## src/rtl/lsu16.sv

```systemverilog
`default_nettype none
// ============================================================================
// lsu16 : byte/halfword load-store unit in front of a 16-bit word memory,
//         misaligned halfwords split into two word accesses with RMW.
// Rev 1.0
// ============================================================================
module lsu16 #(
    parameter int ADDR_W = 16
) (
    input  logic              clk,
    input  logic              rst,
    input  logic              req_valid,
    output logic              req_ready,
    input  logic              req_write,
    input  logic              req_size,
    input  logic              req_unsigned,
    input  logic [ADDR_W-1:0] req_addr,
    input  logic [15:0]       req_wdata,
    output logic              resp_valid,
    output logic [15:0]       resp_rdata,
    output logic [ADDR_W-2:0] mem_addr,
    output logic [15:0]       mem_wdata,
    output logic              mem_we,
    input  logic [15:0]       mem_rdata
);

    typedef enum logic [2:0] {
        IDLE = 3'd0,
        RD0  = 3'd1,
        WR0  = 3'd2,
        RD1  = 3'd3,
        WR1  = 3'd4,
        DONE = 3'd5
    } state_t;

    localparam logic [ADDR_W-2:0] C_WORD_ONE = 1;

    state_t            state_q, state_d;
    logic [ADDR_W-1:0] addr_q, addr_d;
    logic [15:0]       wdata_q, wdata_d;
    logic              size_q, size_d;
    logic              write_q, write_d;
    logic              uns_q, uns_d;
    logic [15:0]       word_q, word_d;
    logic [15:0]       rdata_q, rdata_d;

    logic [ADDR_W-2:0] w_word0;
    logic [ADDR_W-2:0] w_word1;
    logic              w_misal;
    logic [7:0]        w_lane;

    assign w_word0 = addr_q[ADDR_W-1:1];
    assign w_word1 = w_word0 + C_WORD_ONE;   // wraps naturally at the top word
    assign w_misal = size_q & addr_q[0];
    assign w_lane  = addr_q[0] ? mem_rdata[15:8] : mem_rdata[7:0];

    assign req_ready  = (state_q == IDLE);
    assign resp_valid = (state_q == DONE);
    assign resp_rdata = rdata_q;
    assign mem_we     = (state_q == WR0) || (state_q == WR1);

    always_comb begin
        state_d   = state_q;
        addr_d    = addr_q;
        wdata_d   = wdata_q;
        size_d    = size_q;
        write_d   = write_q;
        uns_d     = uns_q;
        word_d    = word_q;
        rdata_d   = rdata_q;
        mem_addr  = '0;
        mem_wdata = '0;

        case (state_q)
            IDLE: begin
                if (req_valid) begin
                    addr_d  = req_addr;
                    wdata_d = req_wdata;
                    size_d  = req_size;
                    write_d = req_write;
                    uns_d   = req_unsigned;
                    state_d = (req_write && req_size && !req_addr[0]) ? WR0 : RD0;
                end
            end
            RD0: begin
                mem_addr = w_word0;
                // Stashed for RMW stores and as the low byte of a split load
                word_d   = mem_rdata;
                if (write_q) begin
                    state_d = WR0;
                end else if (w_misal) begin
                    state_d = RD1;
                end else begin
                    if (size_q) begin
                        rdata_d = mem_rdata;
                    end else begin
                        rdata_d = {(uns_q ? 8'h00 : {8{w_lane[7]}}), w_lane};
                    end
                    state_d = DONE;
                end
            end
            WR0: begin
                mem_addr = w_word0;
                if (size_q && !addr_q[0]) begin
                    mem_wdata = wdata_q;
                end else if (addr_q[0]) begin
                    mem_wdata = {wdata_q[7:0], word_q[7:0]};
                end else begin
                    mem_wdata = {word_q[15:8], wdata_q[7:0]};
                end
                state_d = w_misal ? RD1 : DONE;
            end
            RD1: begin
                mem_addr = w_word1;
                if (write_q) begin
                    word_d  = mem_rdata;
                    state_d = WR1;
                end else begin
                    rdata_d = {mem_rdata[7:0], word_q[15:8]};
                    state_d = DONE;
                end
            end
            WR1: begin
                mem_addr  = w_word1;
                mem_wdata = {word_q[15:8], wdata_q[15:8]};
                state_d   = DONE;
            end
            DONE: begin
                state_d = IDLE;
            end
            default: begin
                state_d = IDLE;
            end
        endcase
    end

    always_ff @(posedge clk or posedge rst) begin
        if (rst) begin
            state_q <= IDLE;
            addr_q  <= '0;
            wdata_q <= '0;
            size_q  <= 1'b0;
            write_q <= 1'b0;
            uns_q   <= 1'b0;
            word_q  <= '0;
            rdata_q <= '0;
        end else begin
            state_q <= state_d;
            addr_q  <= addr_d;
            wdata_q <= wdata_d;
            size_q  <= size_d;
            write_q <= write_d;
            uns_q   <= uns_d;
            word_q  <= word_d;
            rdata_q <= rdata_d;
        end
    end

endmodule
`default_nettype wire

```

## config.mk

```make
export PLATFORM = sky130hd
export DESIGN_NAME = lsu16
export DESIGN_NICKNAME = d
export VERILOG_FILES = /design/src/rtl/lsu16.sv
export SDC_FILE = /design/constraint.sdc
export NUM_CORES = 1
export LEC_CHECK = 0
export ABC_CLOCK_PERIOD_IN_PS = 3600
export BUFFER_PORTS_ARGS = -buffer_cell sky130_fd_sc_hd__buf_2
export CORE_ASPECT_RATIO = 0.8
export CORE_UTILIZATION = 45
export CTS_CLUSTER_SIZE = 30
export DETAILED_ROUTE_END_ITERATION = 10
export GPL_ROUTABILITY_DRIVEN = 0
export PLACE_DENSITY = 0.81
export SETUP_SLACK_MARGIN = 0.1
export SYNTH_ARGS = -nofsm -noshare
export SYNTH_HDL_FRONTEND = slang
export SYNTH_SLANG_ARGS = --single-unit
```

## constraint.sdc

```tcl
create_clock -name clk -period 3.6 [get_ports clk]
set_input_delay 0.54 -clock clk [delete_from_list [all_inputs] [get_ports clk]]
set_output_delay 0.54 -clock clk [all_outputs]
set_load 0.02 [all_outputs]
```

# Yosys cells after proc, flatten, opt, wreduce, memory -nomap -nowiden
# Index checks and enable logic that the tools add are counted.
[word_totals]
output_inout_bits = 50
reg_bits = 70
in_bits = 54
word_cells = 52
[op_classes]
addsub = 1
n_bitwise = 1
n_reduce_logical = 13
muxes = 19
n_eq_ne = 10
[ops]
columns = ["operator", "count"]
rows = [
  ["two-way mux 16 bit", 7],
  ["case mux 16 bit (2 select lines)", 3],
  ["case mux 15 bit (2 select lines)", 1],
  ["two-way mux 8 bit", 2],
  ["adder 15 x 1 -> 15 bit, second input constant", 1],
  ["case mux 3 bit (5 select lines)", 1],
  ["!= test 2 bit, second input constant", 5],
  ["two-way mux 3 bit", 3],
  ["== test 3 x 2 -> 1 bit, second input constant", 2],
  ["== test 3 bit, second input constant", 2],
  ["AND reduction 2 bit", 2],
  ["AND reduction 4 bit", 1],
  ["OR reduction 2 bit", 2],
  ["== test 3 x 1 -> 1 bit, second input constant", 1],
  ["logical AND 1 bit", 3],
  ["zero test 3 bit", 1],
  ["zero test 1 bit", 2],
  ["two-way mux 2 bit", 1],
  ["nonzero test 2 bit", 1],
  ["bitwise AND 1 bit", 1],
  ["logical OR 1 bit", 1],
  ["two-way mux 1 bit", 1],
]

# Depth between registers and ports, before layout
# Gate-level depths: netlist of run 1.
[depth]
depth_word = 6
mapped_depth = 6
ltp_nobuf = 5

# Worst setup path before layout of run 1
# Ideal clock, no wire load.
[synth_timing]
kind = "register -> output"
start = "reg state_q[1]"
end = "out mem_addr[8]"
n_path_buf = 2
t_required_ns = 3.060
arrival_ns = 1.802
stages_incl_launch_ff = 7
slack_ns = 1.258
path_cell_list = "dfrtp_1 > or3b_2 > clkbuf_1 > nand2_2 > buf_6 > nand3_1 > o21ai_0"
[synth_via]
elab_chain_cells = 3
elab_cells_between_ends = 7
cone_classes = "eq/ne (4); mux (1); reduce/logical (2)"
[synth_rtl]
columns = ["element", "line", "rtl"]
rows = [
  ["start: declaration", "38", "state_t state_q, state_d;"],
  ["start signal: assignment", "148", "state_q <= state_d;"],
  ["== test 3 bit, or another cell as far along", "74", "case (state_q)"],
  ["OR reduction 2 bit (no source line)", "-", ""],
  ["case mux 15 bit (2 select lines) *", "74", ""],
  ["end: declaration", "21", "output logic [ADDR_W-2:0] mem_addr,"],
]
# Mark *: on every way between the ends. The rest lies on a longest branch, timed or not.

# Final worst setup path of run 1
[layout_timing]
start = "reg state_q[1]"
end = "out mem_addr[9]"
# The elaborated chain is that of the path after synthesis.

==> results.toml, run 1 <==
[status]
outcome = "finished clean"

[synth]
synthTopCellsByArea = "dfrtp_1, mux2_2, mux2i_1, o21ai_0, nand2_1"
synth_top_area_share = 0.454
ys_seq_area_frac = 0.454
syn_area_um2 = 3860
async_flop_share = 1.00
syn_inst = 387
synth-seq-cells = 70
yosysWarnings = 0
synth_area_per_cell_um2 = 9.97
synth_fp_nets = 442
yosysUniqueCellTypes = 47
yosys-top-cells-count = "dfrtp_1, o21ai_0, mux2_2, nand2_1, mux2i_1"
synth-edff-count = 0
synth_top_area_cell = "dfrtp_1"
synth.most_common_cell = "dfrtp_1"
synth_flop_cell = "dfrtp_1"

[critical_path]
rr_endpoint = "wdata_q[3]"
reg2regPathDepth = 4
r2r-start = "state_q[1]"
crit_fanout = 17
critical_path_class = "flop to output pin"
required_ns = 3.06
cpLargestDelayFamily = "simple AND/OR/NAND/NOR gates"
cp_slowest_cell = "nor3b_4"
critPathLaunch = "state_q[1]"
rrSetupSlack_ns = 1.25
cp.arrival_ns = 2.41
path_depth = 5
startpoint_type = "flop"
path_buf_inv = 1
critPathMaxStageDelay_ns = 0.60
path_cells = "nor3b_4 -> nor2_2 -> or4_1 -> nand3_1 -> buf_2"
crit_path_end_kind = "output pin"
cp-endpoint = "mem_addr[9]"

[routing]
num_vias = 3394
drt_pass1_iterations = 4
vias_per_cell = 5.74
drt-total-wl_mm = 9.77
drtAntennaViolNets = 0
drtIter0Drc = 285
wl_per_cell_um = 16.5
drc = 0

[floorplan]
fp.coreArea_um2 = 8130
dieArea_um2 = 8950
start_util = 0.475
die_w_um = 106
num_rows = 29
io_pins = 104
floorplan.die.height_um = 84.8

[layout]
seq_area_um2 = 1750
stdcell_area_um2 = 4640
area_growth_pct = 20.3
final_nets = 533
final.fill_count = 706
post-route-util = 0.571
final_layout_size_suffix_gt1_frac = 0.371
multi_input_comb_area_um2 = 1940
diodes = 0

[sta]
rsz0062_at_grt = "no"
setup_slack_ns = 0.647
relSlewSlack = 0.379
period_share = 0.820
finalHoldViolations = 0
layout_min_cycle_time_ns = 2.95
finalClockSkew_ns = 0.00846
tns_ns = 0
setup_violations = 0
tightest_slew_ns = 0.925
slew_viol_final = 0
max_freq_ghz = 0.339

[hold_path]
min_path_type = "primary input to flop"

[clock_network]
cts_hold_buf = 0
path_clk_slew_ns = 0.08
cts_tree = "done"
clock_sinks = 70
clk_path_buf_depth = 2
ctsRootBufferMaster = "clkbuf_8"
h-tree-depth = 3
numCtsBuffers = 9
clock_latency_ns = 0.34
post_cts.repair.setup_buffers = 0
ctsResizeCount = 0

[global_route]
antenna_found_initial = 0
grt.total_usage = 0.226
grt_max_degree = 47
grt_overflow = 0
grt_pass1_vias = 3066
grt_pass1_wl_mm = 15.7

[power]
powerDensity_nw_per_um2 = 1010
ir_drop_mv = 0.377
leakagePower_uw = 0.00219

[place]
pre_cts_slack_ns = 1.04
hpwl_mm = 7.19
placed_area_um2 = 4420
io_buffers = 103

[run]
maxCapViolations = 0
==> how the worst min path moves through the flow <==
stage,startpoint,endpoint,slack [ns],cells past startpoint
after global placement,resp_rdata[3],resp_rdata[3],0.45,1
final,req_addr[5],addr_q[5],0.39,3
after CTS,req_addr[5],addr_q[5],0.39,3
after global routing,req_addr[5],addr_q[5],0.41,3
after detailed placement,resp_rdata[0],resp_rdata[0],0.46,1
after floorplan,word_q[0],word_q[0],0.48,1
==> cells in the final DEF (no fill, tap or decap), types with 4 or more instances in the layout <==
| cell type | synthesis | layout |
|---|---|---|
| nand2_1 | 42 | 42 |
| a21o_1 | 9 | 9 |
| nand3_1 | 5 | 5 |
| buf_2 | 10 | 103 |
| a21oi_1 | 19 | 19 |
| inv_1 | 7 | 6 |
| dfrtp_1 | 70 | 70 |
| a31oi_1 | 4 | 4 |
| clkbuf_8 | 0 | 9 |
| buf_4 | 5 | 4 |
| nor2_1 | 20 | 20 |
| nand2b_1 | 4 | 4 |
| a211oi_1 | 17 | 17 |
| mux2_2 | 46 | 46 |
| o21ai_0 | 50 | 50 |
| mux2i_1 | 25 | 25 |
==> layout make-up <==
class,instances,share of cell area
clock inverters,7,0.0224
inverters,7,0.00566
clock buffers,9,0.0267
repair buffers,108,0.122
well taps,108,0.0291
multi-input cells,282,0.417
flip-flops and latches,70,0.377
==> through the flow <==
step / total power [uW] / instances / hold WS (ns)
final: 4680 / 591 / 0.395
after global routing: 5000 / 591 / 0.407
after CTS: 4670 / 591 / 0.389
after detailed placement: 3950 / 575 / 0.461
after global placement: 3840 / 575 / 0.453
after floorplan: 3300 / 387 / 0.480
==> cells by family after synthesis <==
kind of cell | after synthesis | share of synthesized area
XOR/XNOR | 2 | 0.00454
buffers and inverters | 35 | 0.0441
AO/OA/AOI/OAI | 112 | 0.175
AND/OR/NAND/NOR | 96 | 0.120
multiplexers | 71 | 0.199
adder cells (fa/ha/maj) | 1 | 0.00324
flip-flops | 70 | 0.454
==> metal layers <==
layer	share of wire	wire, um	global-route usage	vias up
li1	-	-	-	1583
met1	0.47	4630	0.328	1659
met2	0.45	4360	0.338	139
met3	0.068	667	0.0507	13
met4	0.012	115	0.0707	0
met5	0	0	0	-
==> flip-flops by register name, indices dropped and copies added (netlist names) <==
name and flops:
size_q 1, wdata_q 16, word_q 16, write_q 1, addr_q 16, uns_q 1
resp_rdata 16, state_q 3
==> tightest hold or removal path, cell delays in order <==
cell	delay [ns]
buf_2	0.07
nand2_1	0.03
o21ai_0	0.05
==> where the power goes <==
group | internal, uW | total (uW) | switching, uW
clock | 399 | 719 | 319
sequential | 1190 | 1650 | 459
combinational | 1000 | 2320 | 1310
Power figures use the tool's default switching activity.
==> run 2: changes to the inputs <==
--- a/config.mk
+++ b/config.mk
@@ -5,14 +5,14 @@
 export SDC_FILE = /design/constraint.sdc
 export NUM_CORES = 1
 export LEC_CHECK = 0
-export ABC_CLOCK_PERIOD_IN_PS = 3600
+export ABC_CLOCK_PERIOD_IN_PS = 2390
 export BUFFER_PORTS_ARGS = -buffer_cell sky130_fd_sc_hd__buf_2
 export CORE_ASPECT_RATIO = 0.8
 export CORE_UTILIZATION = 45
 export CTS_CLUSTER_SIZE = 30
 export DETAILED_ROUTE_END_ITERATION = 10
 export GPL_ROUTABILITY_DRIVEN = 0
-export PLACE_DENSITY = 0.81
+export PLACE_DENSITY = 0.84
 export SETUP_SLACK_MARGIN = 0.1
 export SYNTH_ARGS = -nofsm -noshare
 export SYNTH_HDL_FRONTEND = slang
==> constraint.sdc (replaced) <==
create_clock -name clk -period 2.39 [get_ports clk]
set_input_delay 0.3585 -clock clk [delete_from_list [all_inputs] [get_ports clk]]
set_output_delay 0.3585 -clock clk [all_outputs]
set_load 0.02 [all_outputs]
==> run 2 against run 1 <==
  * The run now ends with negative setup slack left
  * Clock skew decreased by 0.0027 ns
  * Final area grew 8.3%
  * Worst hold slack got worse by 0.32 ns
  * Count of clock-buffer cells in the layout grew 1
  * Sequential share of layout area shrank 2.7 points
  * Routed wire length increased by 17%
  * Clock power is 42% higher
  * Cell count increased by 6.3%
  * Largest cell class unchanged
  * Highest routed layer unchanged
==> results.toml, run 2 (same netlist as run 1, synthesis figures left out) <==
[status]
outcome = "finished, violations left"
violations = "negative setup slack"

[sta]
relSlewSlack = 0.380
layout_min_cycle_time_ns = 2.42
tightest_slew_ns = 0.922
whs_ns = 0.0778
tns_ns = -0.0368
max_freq_ghz = 0.414
setup_violations = 2
rsz0062_at_grt = "yes"
period_share = 1.01
finalHoldViolations = 0
slew_viol_final = 0
setup_slack_ns = -0.0275
finalClockSkew_ns = 0.00576

[floorplan]
die_w_um = 106
start_util = 0.475
floorplan.die.height_um = 84.8
io_pins = 104
dieArea_um2 = 8950
num_rows = 29
fp.coreArea_um2 = 8130

[power]
power.internal_uw = 4260
seqPwrFrac = 0.323
combPwrFrac = 0.546
sw_frac_of_total = 0.450
ir_drop_mv = 0.667
p_clk_frac = 0.131
power_uw = 7750
switching_power_uw = 3490
leakagePower_uw = 0.00240
powerDensity_nw_per_um2 = 1540

[global_route]
grt_max_degree = 41
grt.total_usage = 0.245
grt_overflow = 0
grt_pass1_wl_mm = 17.0
antenna_found_initial = 0
grt_pass1_vias = 3321

[layout]
diodes = 0
final_nets = 570
post-route-util = 0.619
final_cell_mix = "buf_2, dfrtp_1, mux2_2, o21ai_0, nand2_1"
layout_commonest_cell = "buf_2"
final_layout_size_suffix_gt1_frac = 0.452
stdcell_area_um2 = 5030
area_growth_pct = 30.4

[critical_path]
crit_path_end_kind = "output pin"
critPathMaxStageDelay_ns = 0.47
crit_fanout = 8
path_buf_inv = 2
cp_slowest_cell = "or3b_4"
startpoint_type = "flop"
cpLargestDelayFamily = "simple AND/OR/NAND/NOR gates"
critical_path_class = "flop to output pin"
required_ns = 2.03
path_cells = "buf_6 -> or3b_4 -> nand2_4 -> a41oi_1 -> a31oi_1 -> buf_2"
cp.arrival_ns = 2.06

[routing]
drt-total-wl_mm = 11.4
wl_per_cell_um = 18.2
drtAntennaViolNets = 0
drc = 0
drtIter0Drc = 350
vias_per_cell = 5.93
num_vias = 3727
drt_pass1_iterations = 6

[clock_network]
clock_latency_ns = 0.36
cts_tree = "done"
clock_sinks = 70
path_clk_slew_ns = 0.08
ctsRootBufferMaster = "clkbuf_8"
cts_hold_buf = 0
clk_path_buf_depth = 2
h-tree-depth = 3
numCtsBuffers = 9

[hold_path]
min_path_type = "primary input to async pin"

[run]
maxCapViolations = 0

[place]
placed_area_um2 = 4490
hpwl_mm = 7.42
io_buffers = 103
-- run 2: changes by cell type in the layout (fill, tap and decap cells not counted), moves of 2 or more --
| cell | delta |
|---|---|
| buf_2 | -4 |
| clkinv_4 | +3 |
| dfrtp_2 | +8 |
| o21ai_0 | -5 |
| nand2_2 | +2 |
| nand3_1 | -2 |
| dfrtp_1 | -8 |
| buf_4 | +30 |
| nand2_4 | +2 |
| o21ai_1 | +5 |
| buf_6 | +7 |
| clkinvlp_4 | -2 |
| nand3_2 | +2 |
-- run 2: repair_timing --
item / CTS / global route
pin swaps: 4 / 8
resized for setup: 18 / 26
setup buffers: 11 / 14
gates cloned: 1 / 3
setup endpoints to repair: 20 / 27
-- run 2: power groups by stage --
stage          logic (uW)  clock network [uW]  registers (uW)
2_1_floorplan        2660                   0            2320
3_3_place_gp         3460                   0            2420
3_5_place_dp         3580                   0            2470
4_1_cts              3830                1020            2450
5_1_grt              4520                1090            2580
6_report             4230                1020            2510
-- run 2: layout make-up --
type,count,area [um^2]
fill,652,3100
multi-input combinational,285,2030
sequential,70,1760
timing repair buffer,142,870
clock buffer,10,138
tap,108,135
clock inverter,6,70.1
inverter,7,26.3
-- run 2: metal layers --
| metal | share of wire | wire [um] | up-vias | track usage |
|---|---|---|---|---|
| li1 | - | - | 1665 | - |
| met1 | 0.45 | 5090 | 1754 | 0.340 |
| met5 | 0 | 0 | - | 0 |
| met4 | 0.043 | 497 | 0 | 0.0947 |
| met2 | 0.42 | 4850 | 243 | 0.364 |
| met3 | 0.087 | 994 | 65 | 0.0699 |
-- run 2: path summary, 6_finish.rpt --
kind | endpoint | start | cells after the start | slack [ns]
worst min register to register | resp_rdata[0] | resp_rdata[0] | 1 | 0.48
max in group asynchronous | state_q[2] | rst | 3 | 1.61
worst max-delay path | mem_addr[14] | state_q[0] | 6 | -0.03
worst min-delay path | addr_q[14] | rst | 2 | 0.08
worst max register to register | addr_q[1] | state_q[1] | 8 | 0.31
min in group clk | addr_q[11] | req_addr[11] | 3 | 0.20
-- run 2: through the flow --
step | setup WS [ns] | std cells
after floorplan | 0.230 | 387
after global placement | 0.279 | 583
after detailed placement | 0.173 | 583
after CTS | 0.0912 | 611
after global routing | -0.0728 | 628
final | -0.0275 | 628
